File: src/rtl/i2c_pkg.sv
// Shared types and constants for the I2C bit engine: FSM state encoding,
// quarter-slot indices inside one SCL bit period, and ACK/NACK bus levels.
package i2c_pkg;

    typedef enum logic [2:0] {
        ST_IDLE  = 3'd0,
        ST_START = 3'd1,
        ST_BITS  = 3'd2,
        ST_ACK   = 3'd3,
        ST_HOLD  = 3'd4,
        ST_STOP  = 3'd5
    } state_t;

    typedef logic [1:0] qtr_t;

    // q0: SCL low / set SDA, q1: SCL release, q2: SCL high / sample, q3: SCL low
    localparam qtr_t Q0 = 2'd0;
    localparam qtr_t Q1 = 2'd1;
    localparam qtr_t Q2 = 2'd2;
    localparam qtr_t Q3 = 2'd3;

    // SDA level seen in the acknowledge slot
    localparam logic ACK_BIT  = 1'b0;
    localparam logic NACK_BIT = 1'b1;

endpackage

File: src/rtl/i2c_quarter_timer.sv
// Quarter-period timer: counts 0..CLK_DIV-1 while running and emits a one-cycle
// tick on the last count. clear restarts it at 0; freeze holds the count so a
// slave can stretch SCL.
module i2c_quarter_timer
    import i2c_pkg::*;
#(
    parameter int CLK_DIV = 125
) (
    input  logic clk,
    input  logic reset,
    input  logic clear,
    input  logic run,
    input  logic freeze,
    output logic tick
);

    localparam int CW = (CLK_DIV > 1) ? $clog2(CLK_DIV) : 1;
    localparam logic [CW-1:0] CNT_LAST = CW'(CLK_DIV - 1);

    logic [CW-1:0] cnt_q, cnt_d;

    // Next count and tick generation
    always_comb begin
        cnt_d = cnt_q;
        tick  = 1'b0;
        if (clear) begin
            cnt_d = '0;
        end else if (run && !freeze) begin
            if (cnt_q == CNT_LAST) begin
                tick  = 1'b1;
                cnt_d = '0;
            end else begin
                cnt_d = cnt_q + CW'(1);
            end
        end
    end

    // Count register
    always_ff @(posedge clk) begin
        if (reset) cnt_q <= '0;
        else       cnt_q <= cnt_d;
    end

endmodule

File: src/rtl/i2c_bit_engine.sv
// I2C master bit engine: turns start/send/receive/stop byte commands into
// open-drain SCL/SDA activity at a fixed rate of 4*CLK_DIV clocks per bit.
// Optional feature macro: I2C_CLOCK_STRETCH_EN (timer freezes in q1/q2 while a
// slave holds released SCL low). Without it scl_i is ignored.
module i2c_bit_engine
    import i2c_pkg::*;
#(
    parameter int CLK_DIV = 125
) (
    input  logic       clk,
    input  logic       reset,
    output logic       isReady,
    input  logic       start,
    input  logic       send,
    input  logic [7:0] datasend,
    output logic       sended,
    input  logic       receive,
    input  logic       nackLast,
    output logic [7:0] datareceive,
    output logic       received,
    input  logic       stop,
    output logic       ackError,
    output logic       scl_oe,
    output logic       sda_oe,
    input  logic       sda_i,
    input  logic       scl_i
);

    state_t      state_q, state_d;
    qtr_t        qtr_q, qtr_d;
    logic [2:0]  bit_q, bit_d;
    logic [7:0]  shift_q, shift_d;
    logic        rx_q, rx_d;
    logic        nack_q, nack_d;
    logic        ack_err_q, ack_err_d;
    logic        sended_q, sended_d;
    logic        received_q, received_d;
    logic [7:0]  datarx_q, datarx_d;
    logic        scl_oe_q, scl_oe_d;
    logic        sda_oe_q, sda_oe_d;

    logic        cmd_accept;
    logic        timer_run;
    logic        stretch_hold;
    logic        tick;

    assign timer_run = (state_q != ST_IDLE) && (state_q != ST_HOLD);

`ifdef I2C_CLOCK_STRETCH_EN
    // SCL released by us but still low on the pin: a slave is stretching
    assign stretch_hold = ((qtr_q == Q1) || (qtr_q == Q2)) && !scl_oe_q && !scl_i;
`else
    logic unused_scl_i;
    assign unused_scl_i = scl_i;
    assign stretch_hold = 1'b0;
`endif

    i2c_quarter_timer #(
        .CLK_DIV (CLK_DIV)
    ) u_timer (
        .clk    (clk),
        .reset  (reset),
        .clear  (cmd_accept),
        .run    (timer_run),
        .freeze (stretch_hold),
        .tick   (tick)
    );

    // Command acceptance, state sequencing, bit shifting and result capture
    always_comb begin
        state_d    = state_q;
        qtr_d      = qtr_q;
        bit_d      = bit_q;
        shift_d    = shift_q;
        rx_d       = rx_q;
        nack_d     = nack_q;
        ack_err_d  = ack_err_q;
        datarx_d   = datarx_q;
        sended_d   = 1'b0;
        received_d = 1'b0;
        cmd_accept = 1'b0;
        case (state_q)
            ST_IDLE: begin
                if (start) begin
                    state_d    = ST_START;
                    qtr_d      = Q0;
                    cmd_accept = 1'b1;
                end
            end
            ST_HOLD: begin
                // start > stop > send > receive; lower-priority commands are dropped
                if (start) begin
                    state_d    = ST_START;
                    qtr_d      = Q0;
                    cmd_accept = 1'b1;
                end else if (stop) begin
                    state_d    = ST_STOP;
                    qtr_d      = Q0;
                    cmd_accept = 1'b1;
                end else if (send) begin
                    state_d    = ST_BITS;
                    qtr_d      = Q0;
                    bit_d      = 3'd7;
                    rx_d       = 1'b0;
                    shift_d    = datasend;
                    ack_err_d  = 1'b0;
                    cmd_accept = 1'b1;
                end else if (receive) begin
                    state_d    = ST_BITS;
                    qtr_d      = Q0;
                    bit_d      = 3'd7;
                    rx_d       = 1'b1;
                    nack_d     = nackLast;
                    cmd_accept = 1'b1;
                end
            end
            ST_START: begin
                if (tick) begin
                    qtr_d = qtr_q + 2'd1;
                    if (qtr_q == Q3) state_d = ST_HOLD;
                end
            end
            ST_BITS: begin
                if (tick) begin
                    qtr_d = qtr_q + 2'd1;
                    if ((qtr_q == Q2) && rx_q) shift_d = {shift_q[6:0], sda_i};
                    if (qtr_q == Q3) begin
                        if (bit_q == 3'd0) state_d = ST_ACK;
                        else               bit_d   = bit_q - 3'd1;
                    end
                end
            end
            ST_ACK: begin
                if (tick) begin
                    qtr_d = qtr_q + 2'd1;
                    if ((qtr_q == Q2) && !rx_q) ack_err_d = (sda_i == NACK_BIT);
                    if (qtr_q == Q3) begin
                        state_d = ST_HOLD;
                        if (rx_q) begin
                            received_d = 1'b1;
                            datarx_d   = shift_q;
                        end else begin
                            sended_d = 1'b1;
                        end
                    end
                end
            end
            ST_STOP: begin
                if (tick) begin
                    qtr_d = qtr_q + 2'd1;
                    if (qtr_q == Q3) state_d = ST_IDLE;
                end
            end
            default: state_d = ST_IDLE;
        endcase
    end

    // Open-drain line decode from the current state and quarter
    always_comb begin
        scl_oe_d = scl_oe_q;
        sda_oe_d = sda_oe_q;
        case (state_q)
            ST_IDLE: begin
                scl_oe_d = 1'b0;
                sda_oe_d = 1'b0;
            end
            ST_START: begin
                case (qtr_q)
                    Q0:      sda_oe_d = 1'b0;
                    Q1:      begin scl_oe_d = 1'b0; sda_oe_d = 1'b0; end
                    Q2:      begin scl_oe_d = 1'b0; sda_oe_d = 1'b1; end
                    default: begin scl_oe_d = 1'b1; sda_oe_d = 1'b1; end
                endcase
            end
            ST_BITS: begin
                scl_oe_d = (qtr_q == Q0) || (qtr_q == Q3);
                sda_oe_d = rx_q ? 1'b0 : ~shift_q[bit_q];
            end
            ST_ACK: begin
                scl_oe_d = (qtr_q == Q0) || (qtr_q == Q3);
                sda_oe_d = rx_q ? (nack_q == ACK_BIT) : 1'b0;
            end
            ST_HOLD: begin
                scl_oe_d = 1'b1;
            end
            ST_STOP: begin
                case (qtr_q)
                    Q0:      begin scl_oe_d = 1'b1; sda_oe_d = 1'b1; end
                    Q1:      begin scl_oe_d = 1'b0; sda_oe_d = 1'b1; end
                    default: begin scl_oe_d = 1'b0; sda_oe_d = 1'b0; end
                endcase
            end
            default: begin
                scl_oe_d = 1'b0;
                sda_oe_d = 1'b0;
            end
        endcase
    end

    // State, datapath and output registers
    always_ff @(posedge clk) begin
        if (reset) begin
            state_q    <= ST_IDLE;
            qtr_q      <= Q0;
            bit_q      <= 3'd7;
            shift_q    <= '0;
            rx_q       <= 1'b0;
            nack_q     <= 1'b0;
            ack_err_q  <= 1'b0;
            sended_q   <= 1'b0;
            received_q <= 1'b0;
            datarx_q   <= '0;
            scl_oe_q   <= 1'b0;
            sda_oe_q   <= 1'b0;
        end else begin
            state_q    <= state_d;
            qtr_q      <= qtr_d;
            bit_q      <= bit_d;
            shift_q    <= shift_d;
            rx_q       <= rx_d;
            nack_q     <= nack_d;
            ack_err_q  <= ack_err_d;
            sended_q   <= sended_d;
            received_q <= received_d;
            datarx_q   <= datarx_d;
            scl_oe_q   <= scl_oe_d;
            sda_oe_q   <= sda_oe_d;
        end
    end

    assign isReady     = (state_q == ST_IDLE) || (state_q == ST_HOLD);
    assign sended      = sended_q;
    assign received    = received_q;
    assign datareceive = datarx_q;
    assign ackError    = ack_err_q;
    assign scl_oe      = scl_oe_q;
    assign sda_oe      = sda_oe_q;

endmodule
File: config.mk
export PLATFORM = sky130hd
export DESIGN_NAME = i2c_bit_engine
export DESIGN_NICKNAME = d
export VERILOG_FILES = /design/src/rtl/i2c_pkg.sv /design/src/rtl/i2c_quarter_timer.sv /design/src/rtl/i2c_bit_engine.sv
export SDC_FILE = /design/constraint.sdc
export NUM_CORES = 1
export LEC_CHECK = 0
export CORE_ASPECT_RATIO = 0.7
export CORE_MARGIN = 2
export CORE_UTILIZATION = 58
export CTS_CLUSTER_DIAMETER = 120
export DETAILED_ROUTE_END_ITERATION = 7
export MAX_ROUTING_LAYER = met4
export PLACE_DENSITY = 0.85
export SLEW_MARGIN = 5
export SYNTH_ARGS = -nofsm -noshare
export SYNTH_HDL_FRONTEND = slang
export SYNTH_SLANG_ARGS = --single-unit
File: constraint.sdc
create_clock -name clk -period 2.8 [get_ports clk]
set_clock_uncertainty 0.15 [all_clocks]
set_input_delay 0.42 -clock clk [delete_from_list [all_inputs] [get_ports clk]]
set_output_delay 0.42 -clock clk [all_outputs]
set_load 0.1 [all_outputs]
==> results of run 1 <==
[cell usage in the layout, fill, tap and decap left out, types with 2 or more instances in the layout]
cell type        count
o2111ai_1            2
nand3_1              3
a32oi_1              2
o31ai_1              2
clkdlybuf4s50_1     15
nand4b_1             2
xnor2_1              2
inv_1                9
and3b_1              2
buf_4               17
clkbuf_8             6
ha_1                 8
o211ai_1             4
nand2_1              7
and3_1               3
dfxtp_1             38
o21ai_0              4
a21oi_1             16
nand4_1              3
nor2b_1              4
nor2_1              44
nor3_1               4
xor2_1               4
and4_1               2
mux4_2               2
or2_2                2
mux2i_1             12
o221a_2              7
and2_1               2
[how the worst max path moves through the flow]
stage                          start                to  slack (ps)  cells past startpoint
after floorplan           state_q[1]  u_timer.cnt_q[2]         910                      6
after global placement          stop        shift_q[7]         450                      5
after detailed placement        stop        shift_q[7]         450                      5
after CTS                 state_q[1]           isReady         380                      3
after global routing      state_q[1]           isReady         240                      3
final                     state_q[1]           isReady         330                      3
[tightest hold or removal path: cells and delay by family (launching register included)]
family	cells	cell delay (ps)
AO/OA/AOI/OAI	2	130
flip-flops	1	320
[power breakdown]
group,internal (mW),switching [mW],total [mW]
logic,0.0398,0.0522,0.0919
clock network,0.198,0.206,0.404
registers,0.542,0.00168,0.544
total,0.780,0.260,1.04
[flip-flops by register name (all words and copies together), names as in the netlist, 2 cells and up]
register,cells
state_q,3
bit_q,3
datareceive,8
qtr_q,2
shift_q,8
u_timer.cnt_q,7
[per-stage QoR]
stage | util [%] | area, um2
after floorplan | - | 2100
after global placement | 68.2 | 2380
after detailed placement | 68.2 | 2380
after CTS | 70.9 | 2470
after global routing | 70.9 | 2470
final | 70.9 | 2470
[metal layers]
layer / vias to the layer above / share of wire, %
met5: - / 0
met4: 0 / 0.70
met3: 4 / 7.1
met2: 66 / 42
met1: 855 / 50
li1: 901 / -
[synthesized netlist by cell type (all sizes together) (5+ instances only)]
library cell,number,area (um2)
a21oi,16,80.1
buf,9,50.0
clkbuf,7,26.3
dfxtp,38,761
ha,8,100
inv,9,33.8
mux2i,12,120
nand2,7,26.3
nor2,44,165
nor3,5,36.3
o221a,8,90.1
[final cells by class]
class	count	area share (%)
flip-flops and latches	38	30.7
clock buffers	6	3.34
inverters	9	1.37
repair buffers	33	12.0
well taps	50	2.53
clock inverters	2	0.506
multi-input cells	171	49.5
[kinds of logic (layout without fill, tap and decap cells)]
group / after synthesis / after routing
AOI/OAI and AO/OA: 53 / 53
xor gates and xnor gates: 6 / 6
adders and majority gates: 8 / 8
buffers and inverters: 25 / 50
DFF: 38 / 38
muxes: 14 / 14
and+or+nand+nor: 90 / 90
==> results.yml, run 1 <==
synthesis:
  synth_compound_area_share_pct: 19.6
  synth-xor-area-share_pct: 2.51
  muxShareOfSynthArea_pct: 7.88
  syn_inst: 234
  synthArstFlopShare_pct: 0
  syn_area_per_cell_um2: 8.96
  yosysSeqAreaShare_pct: 36.3
  synth-main-ff-cell: "dfxtp_1"
  synth_top_family_by_area: "simple AND/OR/NAND/NOR gates"
  syn-num-nets: 259
  ys_ff_latch: 38
  synthAdderAreaFrac_pct: 4.78
  yosysWarnings: 0
  synthSimpleGateAreaFrac_pct: 23.7
  synth_area_um2: 2100
  synth-edff-count: 0
  ys_types: 57
setup_path:
  required_ps: 2230
  path_class: "flop to output pin"
  slowest_stage: "dfxtp_1"
  cp_cell_sequence: "or2_1 -> inv_1 -> buf_12"
  start_kind: "flop"
  critPathMaxStageDelay_ps: 610
  worst_r2r_endpoint: "u_timer.cnt_q[3]"
  arrival_ps: 1900
  worstReg2RegStart: "state_q[1]"
  cp_num_buf_inv: 2
  path_delay_family: "flip-flops"
  end_kind: "output pin"
  r2r_cells: 5
  ff2ff_setup_slack_ps: 450
  path_max_fanout: 14
detailed_routing:
  drt_iter0_drc: 169
  dr.pass1.iters: 4
  ant_nets: 0
  wl_per_cell_um: 15.8
  num_vias: 1826
  routed_wl_um: 4880
  via_per_inst: 5.91
  drc_errors: 0
cts:
  cts_resized: 0
  cts_tree: "built"
  clk_latency_ps: 300
  cts-root-buf: "clkbuf_8"
  path_clk_slew_ps: 80
  cts_made_buffers: 5
  postCtsSetupRepairBufs: 0
  cts_hold_buf: 0
  cts.sinks: 38
  htreeDepth: 2
  clk_path_buf_depth: 2
finish:
  syn2layout_area_growth_pct: 18.1
  seqCellArea_um2: 761
  diodes: 0
  num-nets-final: 283
  multi_input_area_um2: 1220
  fill_cells: 277
  drive_above_1_share_pct: 17.0
  finalNonFillerCells: 309
global_route:
  grt.busiest_layer: "met1"
  grt_pass1_vias: 1574
  antenna_found_initial: 0
  grtUsageMet1_pct: 39.1
  grt_overflow: 0
  use_met2_pct: 36.1
  grt_pass1_wl_um: 7780
  grt_use_total_pct: 26.7
  grt_max_degree: 23
  use_met3_pct: 6.08
floorplan:
  initial_core_util_pct: 60.0
  ios: 31
  coreArea_um2: 3490
  fp.dieW_um: 75.8
  die-area_um2: 4120
  die_h_um: 54.3
  row_count: 18
min_path:
  hp-class: "flop to flop"
  whs_path_depth: 2
  min_from: "ackError"
  whs_endpoint: "ackError"
timing:
  setup_viol: 0
  fmax_ghz: 0.405
  fin_hold_ws_ps: 345
  rsz0062_at_grt: "no"
  finalMaxSlewViolations: 0
  tightest_slew_ps: 667
  setup_tns_ps: 0
  maxSlewHeadroom_pct: 55.1
  period_share_pct: 88.1
  setup_slack_ps: 334
  hold_violations: 0
  period_needed_ps: 2470
outcome:
  status: "completed"
pwr:
  pwr_density_cell_nw_per_um2: 420
  total_power_mw: 1.04
  ir_drop_mv: 0.296
  p_leak_nw: 1.05
placed_design:
  io_buffers: 29
  pre_cts_ws_ps: 450
  dp_hpwl_um: 3530
  dpl.cell_count: 301
  gp_congestion: 0.853
flow_run:
  drv_cap: 0
Power figures use the tool's default switching activity.
==> inputs of run 2 (changes only) <==
--- a/config.mk
+++ b/config.mk
@@ -7,11 +7,11 @@
 export LEC_CHECK = 0
 export CORE_ASPECT_RATIO = 0.7
 export CORE_MARGIN = 2
-export CORE_UTILIZATION = 58
+export CORE_UTILIZATION = 56
 export CTS_CLUSTER_DIAMETER = 120
 export DETAILED_ROUTE_END_ITERATION = 7
 export MAX_ROUTING_LAYER = met4
-export PLACE_DENSITY = 0.85
+export PLACE_DENSITY = 0.82
 export SLEW_MARGIN = 5
 export SYNTH_ARGS = -nofsm -noshare
 export SYNTH_HDL_FRONTEND = slang
==> run 2 against run 1 <==
Effect of this change:
- routed wire length decreased by 1.1%
- largest cell class unchanged
- die area rose by 3.4%
- via count rose by 0.82%
- cell area grew 0.71%
- final cell count down 0.32%
- clock-buffer cell count unchanged
- clock power rose by 15%
- worst setup slack better by 5.4 ps
- sequential power about the same
- fmax rose by 0.22%
==> results.yml, run 2 (synthesis results as in run 1) <==
cts:
  postCtsSetupRepairBufs: 0
  htreeDepth: 2
  cts_made_buffers: 5
  clk_latency_ps: 280
  cts_resized: 0
  cts_tree: "built"
  path_clk_slew_ps: 70
  cts.sinks: 38
  cts_hold_buf: 0
  clk_path_buf_depth: 2
  cts-root-buf: "clkbuf_8"
setup_path:
  arrival_ps: 1890
  path_class: "flop to output pin"
  ff2ff_setup_slack_ps: 470
  end_kind: "output pin"
  path_max_fanout: 14
  start_kind: "flop"
  required_ps: 2230
pwr:
  p_seq_share_pct: 49.4
  p_leak_nw: 1.06
  pwr_density_cell_nw_per_um2: 442
  combPwrFrac_pct: 8.4
  ir_drop_mv: 0.333
  internal_power_mw: 0.867
  clock_power_share_pct: 42.2
  p_switching_mw: 0.235
  switching_share_pct: 21.3
timing:
  period_share_pct: 87.9
  fmax_ghz: 0.406
  period_needed_ps: 2460
  hold_violations: 0
  tightest_slew_ps: 669
  maxSlewHeadroom_pct: 55.2
  setup_viol: 0
  setup_tns_ps: 0
  setup_slack_ps: 339
  finalMaxSlewViolations: 0
  rsz0062_at_grt: "no"
global_route:
  grt_pass1_vias: 1568
  antenna_found_initial: 0
  grt_pass1_wl_um: 7750
  grt_max_degree: 22
  grt_use_total_pct: 24.5
  grt_overflow: 0
detailed_routing:
  top_layer: "met4"
  wl_per_cell_um: 15.7
  drt_iter0_drc: 153
  drc_errors: 0
  ant_nets: 0
  routed_wl_um: 4820
  dr_wl_met3_um: 365
  route.met2.wl_um: 1930
  dr.pass1.iters: 4
  num_vias: 1841
  met1_length_um: 2500
  via_per_inst: 5.98
flow_run:
  drv_cap: 0
finish:
  syn2layout_area_growth_pct: 18.9
  num-nets-final: 283
  final_common_cell: "nor2_1"
  fill_cells: 293
  drive_above_1_share_pct: 16.7
  final_cell_mix: "nor2_1 (44), dfxtp_1 (38), buf_4 (17), a21oi_1 (16), clkdlybuf4s50_1 (15)"
  diodes: 0
floorplan:
  die-area_um2: 4260
  row_count: 18
  ios: 31
  die_h_um: 55.2
  fp.dieW_um: 77.1
  initial_core_util_pct: 58.9
  coreArea_um2: 3560
placed_design:
  gp_congestion: 0.857
  dp_hpwl_um: 3470
  pre_cts_ws_ps: 429
  io_buffers: 29
min_path:
  hp-class: "flop to flop"
outcome:
  status: "completed"
-- run 2: cell count changes in the layout (fill, tap and decap cells not counted) --
cell,delta
bufinv_16,+1
clkinv_2,-1
clkinvlp_4,-1
-- run 2: routing by layer --
metal	track usage, %	vias up
met2	33.0	68
li1	-	896
met3	6.17	4
met4	8.33	0
met5	-	-
met1	35.4	873
-- run 2: power by group through the flow --
stage / clock [mW] / combinational (mW) / sequential [mW]
2_1_floorplan: 0 / 0.0488 / 0.557
3_5_place_dp: 0 / 0.0907 / 0.557
4_1_cts: 0.476 / 0.0909 / 0.544
3_3_place_gp: 0 / 0.0897 / 0.557
6_report: 0.465 / 0.0922 / 0.544
5_1_grt: 0.503 / 0.0978 / 0.545
-- run 2: stage by stage --
stage          util, %  instances  power [mW]  instance area (um2)  hold WS (ps)
2_1_floorplan        -        234       0.606                 2100           306
3_3_place_gp      66.9        301       0.646                 2380           324
3_5_place_dp      66.9        301       0.648                 2380           334
4_1_cts           70.0        308        1.11                 2490           344
5_1_grt           70.0        308        1.15                 2490           360
6_report          70.0        308        1.10                 2490           337
-- run 2: critical path: stages (launching register included) --
cell and delay, ps:
dfxtp_1 590, or2_1 440, inv_1 320, buf_12 260
-- run 2: worst paths after layout --
check / startpoint / endpoint / cells past startpoint
worst max-delay path: state_q[1] / isReady / 3
worst min-delay path: ackError / ackError / 2
worst max register to register: state_q[1] / u_timer.cnt_q[3] / 5
worst min register to register: ackError / ackError / 2
-- run 2: layout make-up --
type / instances / area (um2) / share of cell area, %
Multi-Input combinational cell: 171 / 1220 / 49.1
Tap cell: 50 / 62.6 / 2.51
Inverter: 9 / 33.8 / 1.36
Clock inverter: 1 / 30.0 / 1.20
Timing Repair Buffer: 33 / 298 / 11.9
Sequential cell: 38 / 761 / 30.5
Clock buffer: 6 / 82.6 / 3.31
